<file path="src/rtl/mrc_std_bridge_pkg.sv">
// Shared types for the MRC -> STD lane bridge: framing codes, framing FSM states
// and default sizing.
package mrc_std_bridge_pkg;

  localparam int DEF_DATA_W = 32;
  localparam int DEF_DEPTH  = 16;

  typedef enum logic [1:0] {
    CNTL_SOD_EOD = 2'b00,
    CNTL_SOD     = 2'b01,
    CNTL_MOD     = 2'b10,
    CNTL_EOD     = 2'b11
  } cntl_e;

  typedef enum logic {
    ST_IDLE  = 1'b0,
    ST_IN_OP = 1'b1
  } state_e;

endpackage

</file>
<file path="src/rtl/generic_fwft_fifo.sv">
// First-word fall-through FIFO with extended-pointer full/empty detection.
// A push into a full FIFO is ignored even if a pop happens in the same cycle.
module generic_fwft_fifo #(
  parameter int WIDTH = 34,
  parameter int DEPTH = 16
) (
  input  logic                       clk,
  input  logic                       rst,
  input  logic                       push_i,
  input  logic                       pop_i,
  input  logic [WIDTH-1:0]           din_i,
  output logic [WIDTH-1:0]           dout_o,
  output logic [$clog2(DEPTH):0]     count_o,
  output logic                       full_o,
  output logic                       empty_o
);

  localparam int AW = $clog2(DEPTH);

  logic [AW:0]      wr_ptr_q;
  logic [AW:0]      rd_ptr_q;
  logic [WIDTH-1:0] mem_q [DEPTH];
  logic             push_ok;
  logic             pop_ok;

  assign full_o  = (wr_ptr_q[AW] != rd_ptr_q[AW]) &&
                   (wr_ptr_q[AW-1:0] == rd_ptr_q[AW-1:0]);
  assign empty_o = (wr_ptr_q == rd_ptr_q);
  assign count_o = wr_ptr_q - rd_ptr_q;
  assign push_ok = push_i & ~full_o;
  assign pop_ok  = pop_i & ~empty_o;
  assign dout_o  = mem_q[rd_ptr_q[AW-1:0]];

  always_ff @(posedge clk) begin
    if (rst) begin
      wr_ptr_q <= '0;
      rd_ptr_q <= '0;
    end else begin
      if (push_ok) wr_ptr_q <= wr_ptr_q + 1'b1;
      if (pop_ok)  rd_ptr_q <= rd_ptr_q + 1'b1;
    end
  end

  // Storage is data only; it carries no reset.
  always_ff @(posedge clk) begin
    if (push_ok) mem_q[wr_ptr_q[AW-1:0]] <= din_i;
  end

endmodule

</file>
<file path="src/rtl/mrc_std_lane_bridge.sv">
// Per-lane elastic bridge from MRC output to STD lane input with framing check.
// Optional macro MRC_STD_LANE_BRIDGE_PARITY_EN adds per-entry even parity.
module mrc_std_lane_bridge
  import mrc_std_bridge_pkg::*;
#(
  parameter int DATA_W = DEF_DATA_W,
  parameter int DEPTH  = DEF_DEPTH,
  parameter int CNT_W  = 16
) (
  input  logic              clk,
  input  logic              reset_poweron,
  input  logic              mrc__std__valid,
  input  logic [1:0]        mrc__std__cntl,
  input  logic [DATA_W-1:0] mrc__std__data,
  output logic              std__mrc__ready,
  output logic              std__lane__valid,
  output logic [1:0]        std__lane__cntl,
  output logic [DATA_W-1:0] std__lane__data,
  input  logic              std__lane__ready,
  output logic [CNT_W-1:0]  operand_count,
  output logic              framing_error,
`ifdef MRC_STD_LANE_BRIDGE_PARITY_EN
  output logic              std__lane__parity,
`endif
  output logic              bridge_idle
);

`ifdef MRC_STD_LANE_BRIDGE_PARITY_EN
  localparam int PAR_W = 1;
`else
  localparam int PAR_W = 0;
`endif
  localparam int FW = 2 + DATA_W + PAR_W;
  localparam int AW = $clog2(DEPTH);

  function automatic logic even_parity(input logic [DATA_W+1:0] v);
    return ^v;
  endfunction

  state_e           state_q, state_d;
  logic [CNT_W-1:0] cnt_q;
  logic             err_q;
  logic             push_word, complete, violation, par_err;
  logic             in_xfer, out_xfer;
  logic [FW-1:0]    fifo_din, fifo_dout;
  logic [AW:0]      fifo_count;
  logic             fifo_full, fifo_empty;

  assign in_xfer  = mrc__std__valid & std__mrc__ready;
  assign out_xfer = std__lane__valid & std__lane__ready;

  // Framing decision for the word on the input this cycle.
  always_comb begin
    push_word = 1'b0;
    complete  = 1'b0;
    violation = 1'b0;
    state_d   = state_q;
    if (in_xfer) begin
      case (state_q)
        ST_IDLE: begin
          case (cntl_e'(mrc__std__cntl))
            CNTL_SOD:     begin push_word = 1'b1; state_d = ST_IN_OP; end
            CNTL_SOD_EOD: begin push_word = 1'b1; complete = 1'b1; end
            default:      violation = 1'b1;
          endcase
        end
        default: begin
          case (cntl_e'(mrc__std__cntl))
            CNTL_MOD: push_word = 1'b1;
            CNTL_EOD: begin push_word = 1'b1; complete = 1'b1; state_d = ST_IDLE; end
            default:  violation = 1'b1;
          endcase
        end
      endcase
    end
  end

`ifdef MRC_STD_LANE_BRIDGE_PARITY_EN
  assign fifo_din          = {even_parity({mrc__std__cntl, mrc__std__data}),
                              mrc__std__cntl, mrc__std__data};
  assign std__lane__parity = fifo_dout[FW-1];
  assign par_err           = out_xfer &
                             (fifo_dout[FW-1] != even_parity(fifo_dout[DATA_W+1:0]));
`else
  assign fifo_din = {mrc__std__cntl, mrc__std__data};
  assign par_err  = 1'b0;
`endif

  always_ff @(posedge clk) begin
    if (reset_poweron) begin
      state_q <= ST_IDLE;
      cnt_q   <= '0;
      err_q   <= 1'b0;
    end else begin
      state_q <= state_d;
      if (complete)             cnt_q <= cnt_q + CNT_W'(1);
      if (violation | par_err)  err_q <= 1'b1;
    end
  end

  generic_fwft_fifo #(
    .WIDTH (FW),
    .DEPTH (DEPTH)
  ) u_fifo (
    .clk     (clk),
    .rst     (reset_poweron),
    .push_i  (push_word),
    .pop_i   (out_xfer),
    .din_i   (fifo_din),
    .dout_o  (fifo_dout),
    .count_o (fifo_count),
    .full_o  (fifo_full),
    .empty_o (fifo_empty)
  );

  // All handshake outputs come from registered state only.
  assign std__mrc__ready  = ~fifo_full;
  assign std__lane__valid = (fifo_count != '0);
  assign std__lane__cntl  = fifo_dout[DATA_W+1:DATA_W];
  assign std__lane__data  = fifo_dout[DATA_W-1:0];
  assign operand_count    = cnt_q;
  assign framing_error    = err_q;
  assign bridge_idle      = fifo_empty & (state_q == ST_IDLE);

endmodule

</file>
<file path="config.mk">
export PLATFORM = sky130hd
export DESIGN_NAME = mrc_std_lane_bridge
export DESIGN_NICKNAME = d
export VERILOG_FILES = /design/src/rtl/mrc_std_bridge_pkg.sv /design/src/rtl/generic_fwft_fifo.sv /design/src/rtl/mrc_std_lane_bridge.sv
export SDC_FILE = /design/constraint.sdc
export NUM_CORES = 1
export LEC_CHECK = 0
export ABC_AREA = 1
export BUFFER_PORTS_ARGS = -buffer_cell sky130_fd_sc_hd__buf_2
export CORE_ASPECT_RATIO = 1.2
export CORE_UTILIZATION = 53
export CTS_BUF_LIST = sky130_fd_sc_hd__clkbuf_4 sky130_fd_sc_hd__clkbuf_8
export CTS_CLUSTER_SIZE = 40
export DETAILED_ROUTE_END_ITERATION = 7
export PLACE_DENSITY = 0.68
export SLEW_MARGIN = 20
export SYNTH_ARGS = -nofsm -noshare
export SYNTH_HDL_FRONTEND = slang
export SYNTH_SLANG_ARGS = --single-unit
</file>
<file path="constraint.sdc">
create_clock -name clk -period 4.23 [get_ports clk]
set_clock_uncertainty 0.05 [all_clocks]
set_input_delay 0.2115 -clock clk [delete_from_list [all_inputs] [get_ports clk]]
set_output_delay 0.2115 -clock clk [all_outputs]
set_load 0.01 [all_outputs]
</file>
==> results.txt <==
----------------------------------------------------
[Critical path]
  Crit path arrival time ... 3.64 ns
  Internal reg-to-reg setup slack ... roughly 0.92 ns
  Data required time of the worst path ... 4.56 ns
  R2R cell count ... 10
  Startpoint of the most critical register-to-register path ... u_fifo.rd_ptr_q[2]$_SDFFE_PP0P_
  Category of the worst setup path launch point ... flop
  Crit Reg-Reg Endpoint ... u_fifo.mem_q[10][17]$_DFFE_PP_
  Crit Path Category ... flop to flop
  Maximum fanout along the worst path ... 24
  CP endpoint kind ... flop

[STA]
  Minimum setup slack in the final design ... 0.922 ns
  Endpoints failing setup ... 0
  Final period util ... 78.2%
  Shortest period the worst path allows ... ~3.3 ns
  Hold violation count in the final report ... 0
  Slew @ Worst Pin ... 1.04 ns
  Max Freq ... 302 MHz
  Worst-case headroom to the max-slew limit ... 30.7%
  Unrepaired setup endpoints after global routing ... no
  Accumulated negative setup slack ... 0 ns
  Slew Viols, Final ... 0

[Synth]
  Cell area after synthesis ... ~0.023 mm²
  Mapped Cells ... ~1700
  Count of cell types in the netlist ... 35
  Fraction of registers with async set/reset ... 0%
  Most frequently used flop master after synthesis ... sky130_fd_sc_hd__edfxtp_1
  Register bit total from synthesis ... 576
  Proportion of synthesized chip area in sequential cells ... 72.3%
  Post-synth net total ... about 1800
  Syn. warnings ... 0
  Count of flip-flops with a built-in enable after synthesis ... 544
  Post-Synthesis Mean Instance Area ... 13.7 µm²

[Clock network]
  CTS H-tree lvls ... 3
  Max clock buf depth ... 3
  Number of setup buffers added after CTS ... 0
  Clock buffer count from CTS ... 85
  CTS resizes ... 0
  CTS tree ... done
  Clock-pin transition on the worst setup and hold timing paths ... 0.06 ns
  Count of clock tree sinks ... about 580
  Latest clock arrival within the worst-skew pair ... 0.66 ns
  Clk Tree Root Cell ... sky130_fd_sc_hd__clkbuf_8

[Status]
  Status ... complete, no violations

[Finish]
  Post-route cell area ... ~0.027 mm²
  Proportion of layout cells with a drive suffix above 1 ... 15.4%
  Count of nets after finishing ... approximately 1900
  Post-route insts no fill ... 2485
  Area taken by flip-flops and latches ... approximately 0.017 mm²
  Area of the multi-input gates ... 0.00544 mm²
  Number of inserted diodes ... 0
  Layout-stage area growth over the synthesis result ... 13.1%
  Number of filler instances in the final layout ... 3359

[Floorplanning]
  Number of cell rows ... 84
  Floorplan core area ... 0.0437 mm²
  Initial core utilization ... 53.7%
  Full die area ... 0.0452 mm²
  Die span in x ... about 190 µm
  IO Pins ... just over 90
  Die Y ... 233 µm

[Routing]
  Routed via count divided by cell count ... 5.70
  First-iteration detailed-routing DRC count ... 1208
  Average routed wire per standard cell ... 21.7 µm
  WL final ... between 50 and 60 mm
  Routed via count ... 14165
  Post-DRT Antenna Nets ... 0
  1st-pass router iterations ... 6
  Residual DRC ... 0

[Min path]
  Hold-critical path depth ... 2
  Worst hold start ... mrc__std__data[28]
  Hold crit path type ... primary input to flop
  Terminating pin of the worst hold path ... u_fifo.mem_q[0][28]$_DFFE_PP_

[Placement]
  DP Wirelength ... 32.5 mm
  RD Place Congestion ... 0.791
  Placement Setup Slack ... ~0.90 ns
  Placed cell areas ... ~0.025 mm²
  Count of placed standard cells including taps ... 2299
  I/O Buffers ... 91

[Global routing]
  Largest net degree at the start of global routing ... 98
  Total GRT Usage ... 24.2%
  Via count of the first global-routing pass ... 13892
  Wire length of the first global-routing pass ... 81.3 mm
  Remaining global-route overflow ... 0
  Antenna violations before repair ... 0

[Power and ir drop]
  Maximum ir drop on the vdd rail ... 0.613 mV
  Static Leak ... a little over 0.009 µW
  Cell area power density ... 546 mW/mm²

[Flow run]
  Max-cap violations ... 0

----------------------------------------------------
[Yosys cell counts (2+ instances only)]
cell                       number  share of area (%)
sky130_fd_sc_hd__a21oi_1      159                3.4
sky130_fd_sc_hd__buf_1         11               0.18
sky130_fd_sc_hd__buf_2         23               0.49
sky130_fd_sc_hd__buf_4          9               0.29
sky130_fd_sc_hd__buf_6         10               0.48
sky130_fd_sc_hd__clkbuf_1      47               0.75
sky130_fd_sc_hd__clkinv_1       2              0.032
sky130_fd_sc_hd__dfxtp_1       32                2.7
sky130_fd_sc_hd__edfxtp_1     544                 70
sky130_fd_sc_hd__ha_1          10               0.53
sky130_fd_sc_hd__inv_1        172                2.7
sky130_fd_sc_hd__inv_2          5              0.080
sky130_fd_sc_hd__mux2i_1      136                5.8
sky130_fd_sc_hd__nand2_1       98                1.6
sky130_fd_sc_hd__nand2_2        4               0.11
sky130_fd_sc_hd__nand2_4        2              0.096
sky130_fd_sc_hd__nand3_1       72                1.5
sky130_fd_sc_hd__nand4_1        5               0.13
sky130_fd_sc_hd__nor2_1        48               0.77
sky130_fd_sc_hd__nor2_4         2              0.096
sky130_fd_sc_hd__nor3_1         6               0.13
sky130_fd_sc_hd__nor3b_1        2              0.064
sky130_fd_sc_hd__o211ai_1     136                4.3
sky130_fd_sc_hd__o21ai_0      163                3.5
sky130_fd_sc_hd__o21ai_1        6               0.13
sky130_fd_sc_hd__xor2_1         3               0.11
[routing by layer]
metal / wire length (µm) / global-route usage [%] / part of all wire, %
met1: 21400 / 29.2 / 40
met2: 28400 / 43.2 / 53
met3: 2630 / 3.67 / 4.9
met4: 1560 / 10.0 / 2.9
met5: 0 / 0 / 0
[power breakdown]
group / leakage, µW / switching, µW / internal [µW] / total [µW]
Clock: 0.000856 / 2070 / 2220 / 4290
Combinational: 0.00305 / 2400 / 1340 / 3740
Sequential: 0.00516 / 175 / 6300 / 6480
[cells by family after synthesis]
group,share of synthesized area [%]
fa+ha+maj,0.533
compound gates,11.5
mux,5.80
xor+xnor,0.219
buf+inv,5.05
simple gates,4.66
flops,72.3
[final cells by class]
type	count	area share (%)
Clock buffer	119	5.43
Clock inverter	28	0.612
Inverter	179	2.54
Multi-Input combinational cell	861	20.5
Sequential cell	576	63.9
Tap cell	559	2.63
Timing Repair Buffer	163	4.36
[layout by cell type, fill, tap and decap left out, types with 2 or more instances in the layout]
cell type                       count
sky130_fd_sc_hd__a21oi_1          159
sky130_fd_sc_hd__buf_12             4
sky130_fd_sc_hd__buf_2             91
sky130_fd_sc_hd__buf_4             30
sky130_fd_sc_hd__clkbuf_4          31
sky130_fd_sc_hd__clkbuf_8          88
sky130_fd_sc_hd__clkinv_1          17
sky130_fd_sc_hd__clkinv_2           4
sky130_fd_sc_hd__dfxtp_1           28
sky130_fd_sc_hd__dfxtp_4            3
sky130_fd_sc_hd__dlygate4sd3_1     37
sky130_fd_sc_hd__edfxtp_1         544
sky130_fd_sc_hd__ha_1              10
sky130_fd_sc_hd__inv_1            172
sky130_fd_sc_hd__inv_12             2
sky130_fd_sc_hd__inv_2              6
sky130_fd_sc_hd__inv_6              4
sky130_fd_sc_hd__mux2i_1          136
sky130_fd_sc_hd__nand2_1           98
sky130_fd_sc_hd__nand2_2            4
sky130_fd_sc_hd__nand2_4            2
sky130_fd_sc_hd__nand3_1           72
sky130_fd_sc_hd__nand4_1            5
sky130_fd_sc_hd__nor2_1            32
sky130_fd_sc_hd__nor2_4            18
sky130_fd_sc_hd__nor3_1             6
sky130_fd_sc_hd__nor3b_1            2
sky130_fd_sc_hd__o211ai_1         136
sky130_fd_sc_hd__o21ai_0          163
sky130_fd_sc_hd__o21ai_1            6
sky130_fd_sc_hd__xor2_1             3
[critical path, stage by stage (launching register included)]
cell	delay, ns
sky130_fd_sc_hd__dfxtp_1	0.38
sky130_fd_sc_hd__inv_1	0.09
sky130_fd_sc_hd__ha_1	0.37
sky130_fd_sc_hd__nand2_1	0.15
sky130_fd_sc_hd__nor2_4	0.08
sky130_fd_sc_hd__a21boi_4	0.21
sky130_fd_sc_hd__nand2_2	0.17
sky130_fd_sc_hd__inv_2	0.15
sky130_fd_sc_hd__nand2_1	0.24
sky130_fd_sc_hd__nor2_4	0.82
sky130_fd_sc_hd__buf_4	0.31
[registers in the layout, summed over array words and instances (netlist names), named ones only]
register and count:
u_fifo.mem_q 544, state_q 1, u_fifo.wr_ptr_q 5, operand_count 16, framing_error 1, u_fifo.rd_ptr_q 5
[how the worst max path moves through the flow]
stage | from | slack [ns] | end
final | u_fifo.rd_ptr_q[2]$_SDFFE_PP0P_ | 0.92 | u_fifo.mem_q[10][17]$_DFFE_PP_
after global routing | u_fifo.rd_ptr_q[2]$_SDFFE_PP0P_ | 0.77 | u_fifo.mem_q[10][17]$_DFFE_PP_
after CTS | u_fifo.rd_ptr_q[2]$_SDFFE_PP0P_ | 0.89 | u_fifo.mem_q[10][17]$_DFFE_PP_
after detailed placement | u_fifo.rd_ptr_q[2]$_SDFFE_PP0P_ | 0.90 | u_fifo.mem_q[10][17]$_DFFE_PP_
after global placement | u_fifo.rd_ptr_q[2]$_SDFFE_PP0P_ | 1.03 | u_fifo.mem_q[10][14]$_DFFE_PP_
after floorplan | u_fifo.rd_ptr_q[2]$_SDFFE_PP0P_ | 0.87 | u_fifo.mem_q[0][0]$_DFFE_PP_
[stage by stage]
stage	util (%)	hold WS [ns]	power, µW
after floorplan	-	0.238	9160
after global placement	56.1	0.402	10300
after detailed placement	56.1	0.414	10300
after CTS	60.7	0.349	14600
after global routing	60.8	0.411	15200
final	60.8	0.412	14500
[what timing repair did]
action | in CTS | in global routing
endpoints found under the setup margin | 0 | 0
hold buffers | 37 | 0
endpoints found under the hold margin | 565 | 0
(Power assumes the default switching activity.)
